`src/rtl/sobel_stream_packer.sv`:
```
// Sobel edge-pixel packer: packs DATA_WIDTH pixels little-endian into
// OUT_WIDTH words, buffers them in a FWFT FIFO and emits AXI4-Stream.
//
// Ports:
//   clk, rst          clock; asynchronous active-high reset
//   pixel_in[_valid]  pixel stream, no backpressure
//   m_t*              AXI4-Stream master (tdata/tkeep/tlast/tvalid/tready)
//   fifo_level        current FIFO occupancy (0..FIFO_DEPTH)
//   frame_done        one-cycle pulse after the tlast handshake
//   overflow[_clr]    sticky word-drop flag and its clear
module sobel_stream_packer #(
  parameter  int DATA_WIDTH = 8,
  parameter  int OUT_WIDTH  = 32,
  parameter  int IMG_WIDTH  = 10,
  parameter  int IMG_HEIGHT = 4,
  parameter  int FIFO_DEPTH = 16,
  localparam int PPW        = OUT_WIDTH / DATA_WIDTH,
  localparam int LVW        = $clog2(FIFO_DEPTH) + 1
) (
  input  logic                  clk,
  input  logic                  rst,
  input  logic [DATA_WIDTH-1:0] pixel_in,
  input  logic                  pixel_in_valid,
  output logic [OUT_WIDTH-1:0]  m_tdata,
  output logic [PPW-1:0]        m_tkeep,
  output logic                  m_tlast,
  output logic                  m_tvalid,
  input  logic                  m_tready,
  output logic [LVW-1:0]        fifo_level,
  output logic                  frame_done,
  output logic                  overflow,
  input  logic                  overflow_clr
);

  localparam int NPIX = IMG_WIDTH * IMG_HEIGHT;
  localparam int PCW  = (NPIX > 1) ? $clog2(NPIX) : 1;
  localparam int LNW  = (PPW > 1) ? $clog2(PPW) : 1;
  localparam int AW   = $clog2(FIFO_DEPTH);

  localparam logic [PCW-1:0] PIX_LAST  = PCW'(NPIX - 1);
  localparam logic [LNW-1:0] LANE_LAST = LNW'(PPW - 1);
  localparam logic [LVW-1:0] LVL_FULL  = LVW'(FIFO_DEPTH);

  logic [PCW-1:0]       pix_cnt;
  logic [LNW-1:0]       lane;
  logic [OUT_WIDTH-1:0] acc;

  logic [OUT_WIDTH-1:0] word;
  logic [PPW-1:0]       keep;
  logic                 last_px;
  logic                 word_done;

  logic [OUT_WIDTH-1:0] mem_data [FIFO_DEPTH];
  logic [PPW-1:0]       mem_keep [FIFO_DEPTH];
  logic                 mem_last [FIFO_DEPTH];

  logic [AW-1:0]  wr_ptr;
  logic [AW-1:0]  rd_ptr;
  logic [LVW-1:0] level;

  logic empty;
  logic full;
  logic pop;
  logic push;
  logic drop;

  // Accumulator cleared after each word, so unused lanes of a
  // short final word are already zero.
  always_comb begin
    word = acc;
    word[int'(lane)*DATA_WIDTH +: DATA_WIDTH] = pixel_in;
    keep = '0;
    for (int i = 0; i < PPW; i++) begin
      keep[i] = (i <= int'(lane));
    end
    last_px   = (pix_cnt == PIX_LAST);
    word_done = pixel_in_valid &&
                ((lane == LANE_LAST) || last_px);
  end

  always_ff @(posedge clk or posedge rst) begin
    if (rst) begin
      pix_cnt <= '0;
      lane    <= '0;
      acc     <= '0;
    end else if (pixel_in_valid) begin
      pix_cnt <= last_px ? '0 : pix_cnt + 1'b1;
      if (word_done) begin
        lane <= '0;
        acc  <= '0;
      end else begin
        lane <= lane + 1'b1;
        acc  <= word;
      end
    end
  end

  assign empty = (level == '0);
  assign full  = (level == LVL_FULL);
  assign pop   = !empty && m_tready;
  // A full FIFO still takes the word when the head leaves this cycle.
  assign push  = word_done && (!full || pop);
  assign drop  = word_done && full && !pop;

  always_ff @(posedge clk) begin
    if (push) begin
      mem_data[wr_ptr] <= word;
      mem_keep[wr_ptr] <= keep;
      mem_last[wr_ptr] <= last_px;
    end
  end

  always_ff @(posedge clk or posedge rst) begin
    if (rst) begin
      wr_ptr <= '0;
      rd_ptr <= '0;
      level  <= '0;
    end else begin
      if (push) wr_ptr <= wr_ptr + 1'b1;
      if (pop)  rd_ptr <= rd_ptr + 1'b1;
      unique case (1'b1)
        (push && !pop): level <= level + 1'b1;
        (pop && !push): level <= level - 1'b1;
        default:        level <= level;
      endcase
    end
  end

  // Head is gated so the bus reads zero while nothing is buffered.
  assign m_tvalid   = !empty;
  assign m_tdata    = empty ? '0 : mem_data[rd_ptr];
  assign m_tkeep    = empty ? '0 : mem_keep[rd_ptr];
  assign m_tlast    = empty ? 1'b0 : mem_last[rd_ptr];
  assign fifo_level = level;

  always_ff @(posedge clk or posedge rst) begin
    if (rst) begin
      overflow   <= 1'b0;
      frame_done <= 1'b0;
    end else begin
      frame_done <= pop && m_tlast;
      if (drop) begin
        overflow <= 1'b1;
      end else if (overflow_clr) begin
        overflow <= 1'b0;
      end
    end
  end

endmodule

```
`config.mk`:
```
export PLATFORM = sky130hd
export DESIGN_NAME = sobel_stream_packer
export DESIGN_NICKNAME = d
export VERILOG_FILES = /design/src/rtl/sobel_stream_packer.sv
export SDC_FILE = /design/constraint.sdc
export NUM_CORES = 1
export LEC_CHECK = 0
export CAP_MARGIN = 10
export CORE_MARGIN = 4
export CORE_UTILIZATION = 52
export CTS_CLUSTER_SIZE = 24
export DETAILED_ROUTE_END_ITERATION = 6
export PLACE_DENSITY = 0.8
export SYNTH_ARGS = -nofsm -noshare
export SYNTH_HDL_FRONTEND = slang
export SYNTH_SLANG_ARGS = --single-unit
```
`constraint.sdc`:
```
create_clock -name clk -period 10.8 [get_ports clk]
set_clock_uncertainty 0.2 [all_clocks]
set_input_delay 2.16 -clock clk [delete_from_list [all_inputs] [get_ports clk]]
set_output_delay 2.16 -clock clk [all_outputs]
set_load 0.005 [all_outputs]
```
==> results.ini <==
[die]
fp.dieW_um=228
die_h_um=228
dieArea_sq_mm=0.0518
start_util_pct=52.6
core_sq_mm=0.0476
fp-row-count=80
io_pins=58

[clock_tree]
cts_resized=0
cts_setup_buffers=0
clock_sinks=631
cts_tree=done
cts.htree.levels=2
cts_inserted_buffers=58
cts_root_buf=clkbuf_16
hold_buffers=0
insertion_delay_ns=0.62
cts.reportedPaths.clkPinSlew_ns=0.06
cts_buffer_depth=3

[critical_path]
crit_required_ns=8.44
critPathMaxFanout=65
cp.arrival_ns=4.09
r2r_start=pix_cnt[0]
reg2regPathDepth=12
r2r_slack_ns=7.20
crit_type=reg -> out
rr_endpoint=fifo_level[4]
critPathCaptureType=primary output
crit_path_start_kind=register

[pwr]
power.total_mw=7.33
p_int_mw=5.24
netSwitchingFraction_pct=28.5
ir_worst_vdd_uv=132
pwr-share-seq_pct=41.9
p_leak_nw=9.53
p_sw_mw=2.09
combinationalPowerShare_pct=30.2
power_frac_clock_pct=27.8
power_density_mw_per_mm2=258

[global_route]
grt_max_degree=123
overflow=0
grt_pass1_vias=13000
grt_pass1_wl_um=81700
track_usage_pct=21.4
antenna_found_initial=1

[timing]
hold_violations=0
hold_slack_ns=0.341
relSlewSlack_pct=24.7
period_needed_ns=6.45
max_freq_ghz=0.155
fin_ws_ns=4.35
period_share_pct=59.7
finalSetupViolations=0
tightest_slew_ns=1.12
slew_violations=0
rsz0062_at_grt=false
final.setup.tns_ns=0

[yosys]
syn_inst=1252
netlist_area_sq_mm=0.0251
ys.flop_type=edfxtp_1
synth-edff-count=576
yosysWarnings=0
syn_nets=1281
syn_area_per_cell_sq_um=20.0
synthArstFlopShare_pct=8.72
synth_seq_cells=631
seq_area_frac_synth_pct=74.5
synth.distinct_cells=51

[cells_and_area]
final_util_pct=59.6
areaGrowthSynthToFinish_pct=13.3
post_layout_nonfiller_instances=2015
layout.nets=1379
final_layout_size_suffix_gt1_share_pct=26.4
num_antenna_cells=0
final_area_sq_mm=0.0284

[placed_design]
dp_slack_ns=4.99
dpl.hpwl_um=29000
io_buffer_count=57
gp_congestion=0.742
dp.cells=1904
placed_area_sq_mm=0.0265

[routing]
drt_iter0_drc=1635
firstDrtPassIters=5
wl_per_cell_um=27.2
wl_um=54800
postRouteAntennaNets=0
via_per_inst=6.19
vias=12500
drc=0

[run_status]
status=finished clean

[hold_path]
whs_endpoint=acc[20]
worstHoldPathType=reg -> reg
hp-start=acc[20]
hold_depth=2

[flow_run]
maxCapViolations=0

-- layout by cell type (no fill, tap or decap), types with 7 or more instances in the layout --
cell type and n:
nor2_1 31, ha_1 16, clkinv_1 15, clkbuf_1 10, edfxtp_1 576, o21ai_0 28
o22ai_1 11, nand2_1 37, a31o_2 25, clkdlybuf4s50_1 56, and3_2 12, inv_1 53
a221o_1 34, mux4_2 142, clkinv_2 10, mux2_2 37, xnor2_1 7, nor2b_1 36
clkbuf_16 61, dfrtp_1 52, a2bb2oi_1 10, mux2i_1 7, buf_4 50
-- final cells by class --
type	instances	area (sq um)
tap	615	769
sequential	631	18700
timing repair buffer	109	966
clock buffer	75	1620
clock inverter	35	295
inverter	54	203
fill	3258	19200
multi-input combinational	496	5860
-- synthesized netlist by cell type, types with 3 or more instances --
| cell | instances | area share [%] |
|---|---|---|
| ha_1 | 16 | 0.80 |
| mux2_2 | 37 | 1.7 |
| a21oi_1 | 3 | 0.060 |
| clkbuf_1 | 30 | 0.45 |
| buf_2 | 27 | 0.54 |
| and2b_1 | 4 | 0.12 |
| mux4_2 | 142 | 13 |
| o21ai_0 | 29 | 0.58 |
| inv_1 | 54 | 0.81 |
| nand2_1 | 37 | 0.55 |
| xor2_1 | 5 | 0.17 |
| buf_1 | 4 | 0.060 |
| buf_4 | 5 | 0.15 |
| dfrtp_1 | 55 | 5.5 |
| xnor2_1 | 7 | 0.24 |
| a221o_1 | 34 | 1.4 |
| buf_6 | 5 | 0.22 |
| mux2i_1 | 7 | 0.28 |
| o22ai_1 | 11 | 0.27 |
| and3_1 | 15 | 0.37 |
| a2bb2oi_1 | 10 | 0.35 |
| a31oi_1 | 3 | 0.075 |
| edfxtp_1 | 576 | 69 |
| a31o_2 | 25 | 0.87 |
| nor2_1 | 32 | 0.48 |
| nand4_1 | 4 | 0.10 |
| nor2b_1 | 36 | 0.90 |
| and2_1 | 5 | 0.12 |
-- power by group through the flow --
stage / clock network (mW) / registers (mW) / logic [mW]
after global placement: 0 / 3.12 / 2.19
after CTS: 2.07 / 3.08 / 2.24
after detailed placement: 0 / 3.13 / 2.22
after floorplan: 0 / 3.04 / 1.52
final: 2.04 / 3.08 / 2.22
after global routing: 2.19 / 3.09 / 2.38
-- registers in the layout, summed over array words and instances (netlist names) --
signal / flops
fifo_level: 5
wr_ptr: 4
overflow: 1
mem_keep: 48
lane: 2
mem_data: 512
acc: 32
pix_cnt: 6
mem_last: 16
frame_done: 1
rd_ptr: 4
-- worst max-delay path, cell delays in order (launching register included) --
cell	delay, ns
dfrtp_4	0.57
buf_4	0.87
o211a_1	0.77
buf_4	0.45
nand2_1	0.08
o311ai_0	0.11
clkdlybuf4s50_1	0.57
-- layer usage --
| metal | wire length (um) | global-route usage, % | vias up | part of all wire, % |
|---|---|---|---|---|
| li1 | - | - | 5273 | - |
| met1 | 21200 | 30.5 | 6471 | 39 |
| met2 | 26900 | 34.1 | 635 | 49 |
| met3 | 5620 | 5.11 | 87 | 10 |
| met4 | 1140 | 5.54 | 0 | 2.1 |
| met5 | 0 | 0 | - | 0 |
-- kinds of logic after synthesis --
kind of cell	after synthesis	share of synthesized area [%]
compound gates	125	3.93
flops	631	74.5
fa+ha+maj	16	0.799
mux	186	14.7
xor+xnor	12	0.419
simple gates	157	3.40
buf+inv	125	2.23
-- how the worst max path moves through the flow --
stage               from            end  slack (ns)  depth (start not counted)
2_1_floorplan   m_tready  fifo_level[4]        6.16                         12
3_3_place_gp   rd_ptr[3]     m_tkeep[2]        5.00                          6
3_5_place_dp   rd_ptr[3]     m_tkeep[2]        4.99                          6
4_1_cts        rd_ptr[3]     m_tkeep[2]        4.34                          6
5_1_grt        rd_ptr[3]     m_tkeep[2]        4.22                          6
6_report       rd_ptr[3]     m_tkeep[2]        4.35                          6
(Power assumes the default switching activity.)
